===== config.mk =====
export PLATFORM = sky130hd
export DESIGN_NAME = argmax_readout_flat
export DESIGN_NICKNAME = d
export VERILOG_FILES = /design/src/rtl/fc_pkg.sv /design/src/rtl/argmax_readout_if.sv /design/src/rtl/argmax_readout.sv /design/src/flat_wrapper.sv
export SDC_FILE = /design/constraint.sdc
export NUM_CORES = 1
export LEC_CHECK = 0
export CAP_MARGIN = 40
export CELL_PAD_IN_SITES_DETAIL_PLACEMENT = 1
export CELL_PAD_IN_SITES_GLOBAL_PLACEMENT = 1
export CORE_MARGIN = 4
export CORE_UTILIZATION = 39
export DETAILED_ROUTE_END_ITERATION = 7
export PLACE_DENSITY = 0.82
export SETUP_SLACK_MARGIN = 0.02
export SYNTH_ARGS = -nofsm -noshare
export SYNTH_HDL_FRONTEND = slang
export SYNTH_SLANG_ARGS = --single-unit

===== constraint.sdc =====
create_clock -name clk -period 2.6 [get_ports clk]
set_input_delay 0.65 -clock clk [delete_from_list [all_inputs] [get_ports clk]]
set_output_delay 0.65 -clock clk [all_outputs]
set_load 0.005 [all_outputs]

===== src/rtl/fc_pkg.sv =====
// Shared definitions for the two-layer fully connected network: default word and
// address widths, class count, and the argmax readout state encoding.
package fc_pkg;

    localparam int DATA_W      = 16;
    localparam int ADDR_W      = 8;
    localparam int NUM_CLASSES = 10;

    typedef enum logic [1:0] {
        IDLE  = 2'd0,
        READ  = 2'd1,
        DRAIN = 2'd2,
        DONE  = 2'd3
    } argmax_state_t;

endpackage


===== src/rtl/argmax_readout_if.sv =====
// Read port of the layer-2 result RAM as seen by the argmax readout stage.
interface argmax_readout_if #(
    parameter int DATA_W = fc_pkg::DATA_W,
    parameter int ADDR_W = fc_pkg::ADDR_W
);
    // No ready: rd_en with rd_addr is an unconditional read request, and rd_data
    // belongs to that request exactly one cycle later (fixed-latency synchronous RAM).
    logic              rd_en;
    logic [ADDR_W-1:0] rd_addr;
    logic [DATA_W-1:0] rd_data;

    modport master (output rd_en, output rd_addr, input rd_data);
    modport slave  (input rd_en, input rd_addr, output rd_data);

endinterface


===== src/rtl/argmax_readout.sv =====
// Scans NUM_CLASSES signed scores from the layer-2 result RAM and reports the
// index and value of the largest one (lowest index on ties) with a done pulse.
module argmax_readout #(
    parameter int NUM_CLASSES = fc_pkg::NUM_CLASSES,
    parameter int DATA_W      = fc_pkg::DATA_W,
    parameter int ADDR_W      = fc_pkg::ADDR_W,
    parameter int BASE_ADDR   = 0
) (
    input  logic                  clk,
    input  logic                  rst,
    input  logic                  start,
    output logic                  busy,
    output logic                  done,
    output logic [ADDR_W-1:0]     class_idx,
    output logic [DATA_W-1:0]     max_val,
    output fc_pkg::argmax_state_t dbg_state,
    argmax_readout_if.master      ram
);
    import fc_pkg::*;

    // One extra counter bit so a full 2^ADDR_W scan terminates without wrapping.
    localparam int                CNT_W    = ADDR_W + 1;
    localparam logic [CNT_W-1:0]  LAST_IDX = CNT_W'(NUM_CLASSES - 1);
    localparam logic [ADDR_W-1:0] BASE     = ADDR_W'(BASE_ADDR);

    argmax_state_t     state_q, state_d;

    logic              rd_en_q;
    logic [ADDR_W-1:0] rd_addr_q;
    logic [CNT_W-1:0]  issue_cnt_q;
    logic              busy_q;
    logic              last_issue;
    logic              accept;

    logic              rd_valid_q;
    logic [CNT_W-1:0]  rcv_cnt_q;
    logic              run_valid_q;
    logic [DATA_W-1:0] run_max_q;
    logic [ADDR_W-1:0] run_idx_q;
    logic              take_word;
    logic [DATA_W-1:0] run_max_d;
    logic [ADDR_W-1:0] run_idx_d;

    logic              done_q;
    logic [ADDR_W-1:0] class_idx_q;
    logic [DATA_W-1:0] max_val_q;

    assign last_issue = (issue_cnt_q == LAST_IDX);
    assign accept     = (state_q == IDLE) && start;

    always_ff @(posedge clk) begin
        if (rst) begin
            state_q <= IDLE;
        end else begin
            state_q <= state_d;
        end
    end

    always_comb begin
        state_d = state_q;
        unique case (state_q)
            IDLE:    if (start) state_d = READ;
            READ:    if (last_issue) state_d = DRAIN;
            DRAIN:   state_d = DONE;
            DONE:    state_d = IDLE;
            default: state_d = IDLE;
        endcase
    end

    // Address issue side: one read per cycle while in READ.
    always_ff @(posedge clk) begin
        if (rst) begin
            rd_en_q     <= 1'b0;
            rd_addr_q   <= '0;
            issue_cnt_q <= '0;
            busy_q      <= 1'b0;
        end else begin
            unique case (state_q)
                IDLE: begin
                    if (start) begin
                        rd_en_q     <= 1'b1;
                        rd_addr_q   <= BASE;
                        issue_cnt_q <= '0;
                        busy_q      <= 1'b1;
                    end
                end
                READ: begin
                    if (last_issue) begin
                        rd_en_q <= 1'b0;
                    end else begin
                        rd_addr_q   <= rd_addr_q + 1'b1;
                        issue_cnt_q <= issue_cnt_q + 1'b1;
                    end
                end
                DONE:    busy_q <= 1'b0;
                default: ;
            endcase
        end
    end

    // A strictly-greater signed compare keeps the earliest index on ties.
    always_comb begin
        take_word = rd_valid_q &&
                    (!run_valid_q || ($signed(ram.rd_data) > $signed(run_max_q)));
        run_max_d = run_max_q;
        run_idx_d = run_idx_q;
        if (take_word) begin
            run_max_d = ram.rd_data;
            run_idx_d = rcv_cnt_q[ADDR_W-1:0];
        end
    end

    always_ff @(posedge clk) begin
        if (rst) begin
            rd_valid_q  <= 1'b0;
            rcv_cnt_q   <= '0;
            run_valid_q <= 1'b0;
            run_max_q   <= '0;
            run_idx_q   <= '0;
            done_q      <= 1'b0;
            class_idx_q <= '0;
            max_val_q   <= '0;
        end else begin
            rd_valid_q <= rd_en_q;
            if (accept) begin
                rcv_cnt_q   <= '0;
                run_valid_q <= 1'b0;
            end else if (rd_valid_q) begin
                rcv_cnt_q   <= rcv_cnt_q + 1'b1;
                run_valid_q <= 1'b1;
                run_max_q   <= run_max_d;
                run_idx_q   <= run_idx_d;
            end
            // The last word arrives during DRAIN, so publish the post-update values.
            done_q <= (state_q == DRAIN);
            if (state_q == DRAIN) begin
                class_idx_q <= run_idx_d;
                max_val_q   <= run_max_d;
            end
        end
    end

    assign ram.rd_en   = rd_en_q;
    assign ram.rd_addr = rd_addr_q;
    assign busy        = busy_q;
    assign done        = done_q;
    assign class_idx   = class_idx_q;
    assign max_val     = max_val_q;
    assign dbg_state   = state_q;

endmodule


===== src/flat_wrapper.sv =====
// flat-port wrapper written by rule: the top's interface ports become plain ports
module argmax_readout_flat import fc_pkg::*;
#(
    parameter int NUM_CLASSES = fc_pkg::NUM_CLASSES,
    parameter int DATA_W      = fc_pkg::DATA_W,
    parameter int ADDR_W      = fc_pkg::ADDR_W,
    parameter int BASE_ADDR   = 0
)
  (clk, rst, start, busy, done, class_idx, max_val, dbg_state, ram_rd_en, ram_rd_addr, ram_rd_data);
  argmax_readout_if #(.DATA_W(DATA_W), .ADDR_W(ADDR_W)) ram_i ();
  input  logic clk;
  input  logic rst;
  input  logic start;
  output logic busy;
  output logic done;
  output logic [ADDR_W-1:0] class_idx;
  output logic [DATA_W-1:0] max_val;
  output fc_pkg::argmax_state_t dbg_state;
  output wire logic [$bits(ram_i.rd_en)-1:0] ram_rd_en;
  output wire logic [$bits(ram_i.rd_addr)-1:0] ram_rd_addr;
  input wire logic [$bits(ram_i.rd_data)-1:0] ram_rd_data;
  assign ram_rd_en = ram_i.rd_en;
  assign ram_rd_addr = ram_i.rd_addr;
  assign ram_i.rd_data = ram_rd_data;
  argmax_readout #(.NUM_CLASSES(NUM_CLASSES), .DATA_W(DATA_W), .ADDR_W(ADDR_W), .BASE_ADDR(BASE_ADDR)) u_core (.clk(clk), .rst(rst), .start(start), .busy(busy), .done(done), .class_idx(class_idx), .max_val(max_val), .dbg_state(dbg_state), .ram(ram_i));
endmodule

==> results of run 1 <==
-- Yosys cell counts --
cell,n
or3_1,5
a211oi_2,20
nand2b_1,74
a21oi_1,15
o221ai_1,1
nand3_1,6
and2_1,1
nor3_1,1
buf_6,6
o21ai_0,5
o21bai_1,25
nor2_1,26
a211oi_4,1
and3_1,3
a31oi_1,3
nor4b_1,2
or2b_1,1
clkbuf_1,29
a21o_1,6
a2111oi_0,24
a221o_1,1
inv_1,24
a2111oi_4,1
nor2b_1,26
nand4_1,11
ha_1,24
nor4_4,1
a211oi_1,4
a221oi_1,1
a211o_2,1
nand4_2,1
dfxtp_1,80
a22oi_1,1
mux2i_1,26
mux2_2,2
nand2_1,20
xor2_1,13
xnor2_1,2
and4_1,1
-- critical path, cell delays in order (launching register included) --
cell,delay [ns]
dfxtp_2,0.34
inv_1,0.07
ha_4,0.25
a21oi_1,0.16
o221ai_1,0.13
a221o_1,0.41
a2111oi_4,0.41
buf_4,0.19
a211oi_4,0.03
buf_6,0.16
buf_12,0.14
mux2i_2,0.19
-- metal layers --
layer | vias up | global-route usage
met4 | 0 | 0.0804
met2 | 61 | 0.364
met3 | 25 | 0.0355
li1 | 1892 | -
met1 | 1951 | 0.239
met5 | - | 0
-- where the power goes --
| group | internal (mW) | total (mW) | switching [mW] |
|---|---|---|---|
| registers | 1.43 | 1.59 | 0.156 |
| clock network | 0.795 | 1.32 | 0.523 |
| logic | 0.905 | 1.84 | 0.938 |
| total | 3.13 | 4.75 | 1.62 |
-- sequential cells by signal, summed over array words and instances (netlist names) --
signal	cells
u_core.ram.rd_addr	8
u_core.run_max_q	16
u_core.class_idx	8
u_core.ram.rd_en	1
u_core.run_idx_q	8
u_core.max_val	16
u_core.run_valid_q	1
u_core.rcv_cnt_q	8
u_core.busy	1
u_core.done	1
u_core.issue_cnt_q	9
u_core.dbg_state	2
u_core.rd_valid_q	1
-- cell families after synthesis --
kind of cell / count (synthesis) / share of synthesized area
xor+xnor: 15 / 0.0289
mux: 28 / 0.0622
fa+ha+maj: 24 / 0.0661
flops: 80 / 0.353
simple gates: 179 / 0.226
buf+inv: 59 / 0.0587
compound gates: 109 / 0.206
-- path summary, 6_finish.rpt --
kind | from | to | slack [ns] | cells past startpoint
worst max-delay path | u_core.run_max_q[7] | u_core.run_idx_q[1] | 0.009 | 11
worst min-delay path | u_core.run_idx_q[5] | u_core.run_idx_q[5] | 0.48 | 2
worst max register to register | u_core.run_max_q[7] | u_core.run_idx_q[1] | 0.009 | 11
worst min register to register | u_core.run_idx_q[5] | u_core.run_idx_q[5] | 0.48 | 2
-- area by class of cell --
type | count | area, um2 | area share
Sequential cell | 80 | 1610 | 0.262
Clock buffer | 13 | 260 | 0.0424
Tap cell | 143 | 179 | 0.0291
Multi-Input combinational cell | 355 | 3020 | 0.492
Clock inverter | 3 | 40.0 | 0.00652
Timing Repair Buffer | 97 | 942 | 0.153
Inverter | 24 | 90.1 | 0.0147
-- through the flow --
step | setup slack [ns] | cells | TNS, ns
finish | 0.00897 | 715 | 0
global route | -0.0640 | 715 | -1.37
CTS | 0.00536 | 713 | 0
detailed placement | -0.753 | 695 | -33.03
global placement | -0.715 | 694 | -31.55
floorplan | -0.0795 | 494 | -1.83
-- timing repair --
action                                  4_1_cts  5_1_grt
cloned                                        0        1
buffers inserted                              3        1
endpoints found under the setup margin       48       48
pin swaps                                     7        9
hold buffers                                  0        0
gates resized for setup                      64       38
==> results_dict.tcl, run 1 <==
set metrics [dict create \
    outcome "finished clean" \
    start_util 0.398 \
    hold_path.class "reg2reg" \
    ys_types 39 \
    coreArea_um2 11400 \
    arrival_ns 2.85 \
    fillers 1272 \
    worst-slew-pin-transition_ns 0.713 \
    cts.sinks 80 \
    route.met3.wl_um 378 \
    grt_overflow 0 \
    drtIter0Drc 192 \
    hpwlAfterDp_um 8760 \
    antenna_cells 0 \
    vias 3929 \
    finalSetupViolCount 0 \
    hold_ws_ns 0.477 \
    portBuffers 55 \
    grt_use_total 0.203 \
    finalCritPeriodShare 0.997 \
    dpl_cell_area_um2 5680 \
    grt_pass1_vias 4358 \
    leakage_nw 2.21 \
    top_layer "met4" \
    root_buffer "clkbuf_16" \
    gp_congestion 0.774 \
    final_area_um2 6140 \
    die_h_um 116 \
    crit_type "reg2reg" \
    synth_top_area_share 0.353 \
    clock-skew-final_ns 0.00856 \
    area_delta_synth_final_pct 35.1 \
    final_cell_mix "74 x nand2b_1, 74 x dfxtp_1, 38 x clkdlybuf4s50_1" \
    wl_met2_um 7040 \
    ctsHtreeMaxLevel 3 \
    avgSynthCellArea_um2 9.20 \
    routed_wl_um 13300 \
    fin_crit_ns 2.59 \
    crit_fanout 8 \
    cts.path.max_buffers 2 \
    yosys.area.top_type "dfxtp_1" \
    drv_cap 0 \
    crit_path_end_kind "flop" \
    insertion_delay_ns 0.35 \
    die_w_um 116 \
    slew_viol_final 0 \
    firstDrtPassIters 4 \
    ys_seq_area_frac 0.353 \
    synth_warnings 0 \
    antenna_found_initial 0 \
    wl_per_cell_um 18.6 \
    io_pins 56 \
    cts_buffers 9 \
    cp_data_required_time_ns 2.86 \
    peakVddDrop_mv 0.391 \
    drive_gt1_frac 0.255 \
    synth_cells 494 \
    finalHoldViolCount 0 \
    drtAntennaViolNets 0 \
    grt_pass1_wl_um 21500 \
    synth_seq_cells 80 \
    clk_pin_slew_ns 0.06 \
    syn_nets 537 \
    grt_max_degree 75 \
    slew-limit-headroom 0.518 \
    final_util 0.538 \
    nets 610 \
    p_total_mw 4.75 \
    rsz0062_at_grt "yes" \
    wirelength_met1_um 5580 \
    design.die.area_um2 13400 \
    row_count 39 \
    setup.worst_path.start_class "flop" \
    synth_area_um2 4540 \
    viasPerCell 5.50 \
    cts_tree "done" \
    clock.fmax_ghz 0.386 \
    synth_area_leaders "dfxtp_1 35%, nand2b_1 10%, ha_1 6.6%, mux2i_1 5.7%, a211oi_2 5.5%" \
    power.density_nw_per_um2 774 \
    drc 0 \
]
Power figures use the tool's default switching activity.
==> inputs of run 2 (changes only) <==
- CORE_UTILIZATION: 39 -> 44
- DONT_BUFFER_PORTS: default -> 1
- PLACE_DENSITY: 0.82 -> 0.81
- RECOVER_POWER: default -> 50
- SETUP_SLACK_MARGIN: 0.02 -> 0.1
==> results_dict.tcl, run 2 (synthesis results as in run 1) <==
set metrics [dict create \
    vias 3748 \
    finalSetupViolCount 43 \
    nets 552 \
    pre_cts_ws_ns -0.330 \
    grt_pass1_wl_um 20600 \
    row_count 36 \
    final-instance-count-excl-fill 647 \
    worst-slew-pin-transition_ns 0.780 \
    antenna_found_initial 0 \
    routed_wl_um 14200 \
    setup.worst_path.start_class "flop" \
    cts_tree "done" \
    final_cell_mix "74 x nand2b_1, 68 x dfxtp_1, 26 x nor2_1, 26 x nor2b_1" \
    clk_pin_slew_ns 0.09 \
    use_met1 0.257 \
    hold_ws_ns 0.371 \
    io_pins 56 \
    die_w_um 110 \
    drtAntennaViolNets 0 \
    drtIter0Drc 165 \
    start_util 0.458 \
    cts_buffers 9 \
    viasPerCell 5.79 \
    root_buffer "clkbuf_8" \
    firstDrtPassIters 4 \
    met2_usage 0.378 \
    rsz0062_at_grt "yes" \
    clock-skew-final_ns 0.00900 \
    design.die.area_um2 12000 \
    grt_max_degree 85 \
    crit_type "reg2reg" \
    drc 0 \
    p_total_mw 4.22 \
    grt_overflow 0 \
    die_h_um 110 \
    peakVddDrop_mv 0.577 \
    hold_path.class "in2reg" \
    finalCritPeriodShare 1.07 \
    gp_congestion 0.762 \
    top_usage_layer "met2" \
    antenna_cells 0 \
    grt_pass1_vias 3994 \
    drive_gt1_frac 0.270 \
    slew-limit-headroom 0.479 \
    dp_cells 617 \
    ctsHoldBuffers 0 \
    clock.fmax_ghz 0.361 \
    power.density_nw_per_um2 742 \
    layout_commonest_cell "nand2b_1" \
    violations "negative setup slack" \
    finalHoldViolCount 0 \
    cp_data_required_time_ns 2.83 \
    insertion_delay_ns 0.36 \
    leakage_nw 1.98 \
    fin_crit_ns 2.77 \
    grt_use_total 0.219 \
    slew_viol_final 0 \
    arrival_ns 3.00 \
    crit_fanout 8 \
    ctsHtreeMaxLevel 3 \
    wl_per_cell_um 22.0 \
    cts.sinks 80 \
    portBuffers 0 \
    setup_ws_ns -0.173 \
    crit_path_end_kind "flop" \
    coreArea_um2 9910 \
    area_delta_synth_final_pct 25.2 \
    cts.path.max_buffers 2 \
    hpwlAfterDp_um 8270 \
    gr-usage-met3 0.0611 \
    drv_cap 0 \
    outcome "finished with violations" \
]
-- run 2: cell types whose count changed in the layout (fill, tap and decap cells not counted), moves of 4 or more --
cell / delta
a211oi_1: -4
a211oi_4: +5
buf_2: -9
buf_4: -9
clkbuf_16: -7
clkbuf_8: +8
clkdlybuf4s50_1: -38
dfxtp_1: -6
dfxtp_2: +6
-- run 2: report_power, final --
part / internal, mW / switching (mW)
Combinational: 0.700 / 0.942
Sequential: 1.43 / 0.210
Clock: 0.469 / 0.470
Total: 2.60 / 1.62
-- run 2: metrics by stage --
step,instance area (um2),utilization,TNS [ns]
final,5690,0.574,-1.51
after CTS,5400,0.545,0
after floorplan,4740,-,-1.83
after global placement,5000,0.504,-8.50
after global routing,5690,0.574,-4.57
after detailed placement,5000,0.504,-11.66
-- run 2: area by class of cell --
cell class                 count  area, um2
sequential                    80       1620
inverter                      24       90.1
timing repair buffer          39        484
clock buffer                  11        141
tap                          133        166
clock inverter                 5       56.3
fill                        1091       4220
multi-input combinational    355       3130
-- run 2: path summary, 6_finish.rpt --
path                                            from                   to  slack (ns)  depth (start not counted)
worst max-delay path            u_core.run_max_q[15]    u_core.max_val[1]       -0.17                         10
worst min-delay path                             rst          u_core.busy        0.37                          1
worst max register to register  u_core.run_max_q[15]    u_core.max_val[1]       -0.17                         10
worst min register to register   u_core.run_idx_q[0]  u_core.run_idx_q[0]        0.48                          2
-- run 2: per-layer routing --
layer  vias up  share of wire
met3        30          0.053
met5         -              0
met4         0          0.032
li1       1757              -
met2        86           0.52
met1      1875           0.40
-- run 2: what timing repair did --
item	in CTS	in global routing
endpoints found under the hold margin	0	0
buffers inserted	8	2
setup endpoints to repair	48	54
resized for setup	25	43
gates cloned	1	3
pin swaps	7	7
-- run 2: critical path, stage by stage (launching register included) --
cell	delay, ns
dfxtp_2	0.37
inv_1	0.08
ha_4	0.29
nand4_2	0.13
nor4_4	0.37
a221o_1	0.30
a2111oi_4	0.09
buf_4	0.19
clkbuf_16	0.17
a2111oi_1	0.56
a211oi_2	0.08
==> inputs of run 3 (changes only) <==
==> constraint.sdc (replaced) <==
create_clock -name clk -period 2.6 [get_ports clk]
set_input_delay 0.52 -clock clk [delete_from_list [all_inputs] [get_ports clk]]
set_output_delay 0.52 -clock clk [all_outputs]
set_load 0.005 [all_outputs]
==> results_dict.tcl, run 3 (synthesis results as in run 1) <==
set metrics [dict create \
    outcome "finished with violations" \
    violations "negative setup slack" \
    ctsHtreeMaxLevel 3 \
    drive_gt1_frac 0.260 \
    grt_max_degree 85 \
    antenna_cells 0 \
    antenna_found_initial 0 \
    timing.rr.start "u_core.run_max_q[7]" \
    viasPerCell 5.68 \
    insertion_delay_ns 0.36 \
    rsz0062_at_grt "yes" \
    power.density_nw_per_um2 734 \
    slew-limit-headroom 0.280 \
    grt_pass1_vias 3899 \
    cts_tree "done" \
    grt_use_total 0.209 \
    critPathMaxStageDelay_ns 0.38 \
    p_int_mw 2.55 \
    die_h_um 110 \
    finalSetupTns_ns -3.25 \
    hpwlAfterDp_um 8140 \
    drv_cap 0 \
    vias 3712 \
    coreArea_um2 9910 \
    drc 0 \
    cpMostUsedCell "buf_4" \
    cts_buffers 9 \
    portBuffers 0 \
    dp_cells 620 \
    clock.fmax_ghz 0.365 \
    row_count 36 \
    final-instance-count-excl-fill 653 \
    peakVddDrop_mv 0.536 \
    hold_path.class "in2reg" \
    cp_top_family "buffers and inverters" \
    finalSetupViolCount 40 \
    critical_path.slowest_cell "a2111oi_4" \
    nets 558 \
    arrival_ns 3.03 \
    clkPwrFrac 0.232 \
    crit_path_end_kind "flop" \
    p_switching_mw 1.52 \
    fin_crit_ns 2.74 \
    leakage_nw 1.96 \
    routed_wl_um 12600 \
    firstDrtPassIters 4 \
    start_util 0.458 \
    hold_ws_ns 0.253 \
    crit_type "reg2reg" \
    gp_congestion 0.778 \
    cts.sinks 80 \
    power_frac_comb 0.368 \
    die_w_um 110 \
    finalCritPeriodShare 1.05 \
    hold_start "rst" \
    dpl_cell_area_um2 4980 \
    pre_cts_ws_ns -0.182 \
    root_buffer "clkbuf_8" \
    switching_share 0.374 \
    clk_pin_slew_ns 0.09 \
    final_cell_mix "74 x nand2b_1, 72 x dfxtp_1, 30 x buf_4" \
    final_area_um2 5550 \
    clock-skew-final_ns 0.00659 \
    worst-slew-pin-transition_ns 1.08 \
    wl_per_cell_um 19.3 \
    design.die.area_um2 12000 \
    seqPwrFrac 0.400 \
    crit_chain "inv_2 > ha_4 > nand4_1 > nor4_4 > buf_4 > a31oi_4 > a2111oi_4 > buf_4 > buf_6 > buf_6 > a2111oi_2 > buf_4 > a211oi_2" \
    cp_data_required_time_ns 2.89 \
    p_total_mw 4.07 \
    layout_commonest_cell "nand2b_1" \
    final_util 0.560 \
    grt_overflow 0 \
    path_buf_inv 6 \
    drtAntennaViolNets 0 \
    setup_ws_ns -0.137 \
    slew_viol_final 0 \
    cts.path.max_buffers 2 \
    area_delta_synth_final_pct 22.1 \
    drtIter0Drc 207 \
    finalHoldViolCount 0 \
    cp-startpoint "u_core.run_max_q[7]" \
    crit_fanout 8 \
    setup.worst_path.start_class "flop" \
    io_pins 56 \
    grt_pass1_wl_um 19700 \
]
-- run 3: cell count changes in the layout (fill, tap and decap cells not counted), moves of 2 or more --
| cell | before | now |
|---|---|---|
| a211oi_2 | 19 | 21 |
| mux2i_1 | 25 | 23 |
| buf_6 | 5 | 7 |
| buf_4 | 22 | 30 |
| clkbuf_16 | 3 | 0 |
| a211oi_1 | 0 | 3 |
| mux2i_2 | 0 | 3 |
| a2111oi_4 | 5 | 2 |
| dfxtp_1 | 68 | 72 |
| dfxtp_2 | 12 | 8 |
| buf_12 | 8 | 6 |
| a2111oi_0 | 0 | 4 |
| a211oi_4 | 6 | 1 |
-- run 3: worst reg2reg max path, stage by stage (launching register included) --
cell and delay (ns):
dfxtp_2 0.36, inv_2 0.05, ha_4 0.27, nand4_1 0.15
nor4_4 0.35, buf_4 0.19, a31oi_4 0.08, a2111oi_4 0.38
buf_4 0.20, buf_6 0.11, buf_6 0.14, a2111oi_2 0.06
buf_4 0.19, a211oi_2 0.14
-- run 3: repair_timing --
action                                  in CTS  in global routing
hold buffers                                 0                  0
cloned                                       2                  0
endpoints found under the setup margin      48                 48
pin swaps                                   11                 27
resized for setup                           28                 23
buffers inserted                            10                  6
-- run 3: path summary, 6_finish.rpt --
kind	cells after the start	to	slack (ns)
worst max-delay path	13	u_core.max_val[6]	-0.14
worst min-delay path	1	u_core.rd_valid_q	0.25
worst max register to register	13	u_core.max_val[6]	-0.14
worst min register to register	2	u_core.run_idx_q[3]	0.48
-- run 3: cell type report --
class / instances / area, um2
Fill cell: 1093 / 4360
Multi-Input combinational cell: 355 / 3010
Sequential cell: 80 / 1610
Tap cell: 133 / 166
Timing Repair Buffer: 45 / 479
Clock inverter: 7 / 70.1
Inverter: 24 / 90.1
Clock buffer: 9 / 124
-- run 3: power groups by stage --
stage / clock, mW / sequential (mW) / combinational (mW)
final: 0.943 / 1.63 / 1.50
after CTS: 0.963 / 1.64 / 1.41
after global placement: 0 / 1.66 / 1.25
after floorplan: 0 / 1.58 / 0.984
after global routing: 1.02 / 1.66 / 1.65
after detailed placement: 0 / 1.66 / 1.30
-- run 3: metal layers --
| layer | track usage | up-vias | part of all wire |
|---|---|---|---|
| li1 | - | 1784 | - |
| met4 | 0.0828 | 0 | 0.018 |
| met5 | 0 | - | 0 |
| met2 | 0.362 | 57 | 0.51 |
| met3 | 0.0470 | 17 | 0.048 |
| met1 | 0.251 | 1854 | 0.42 |
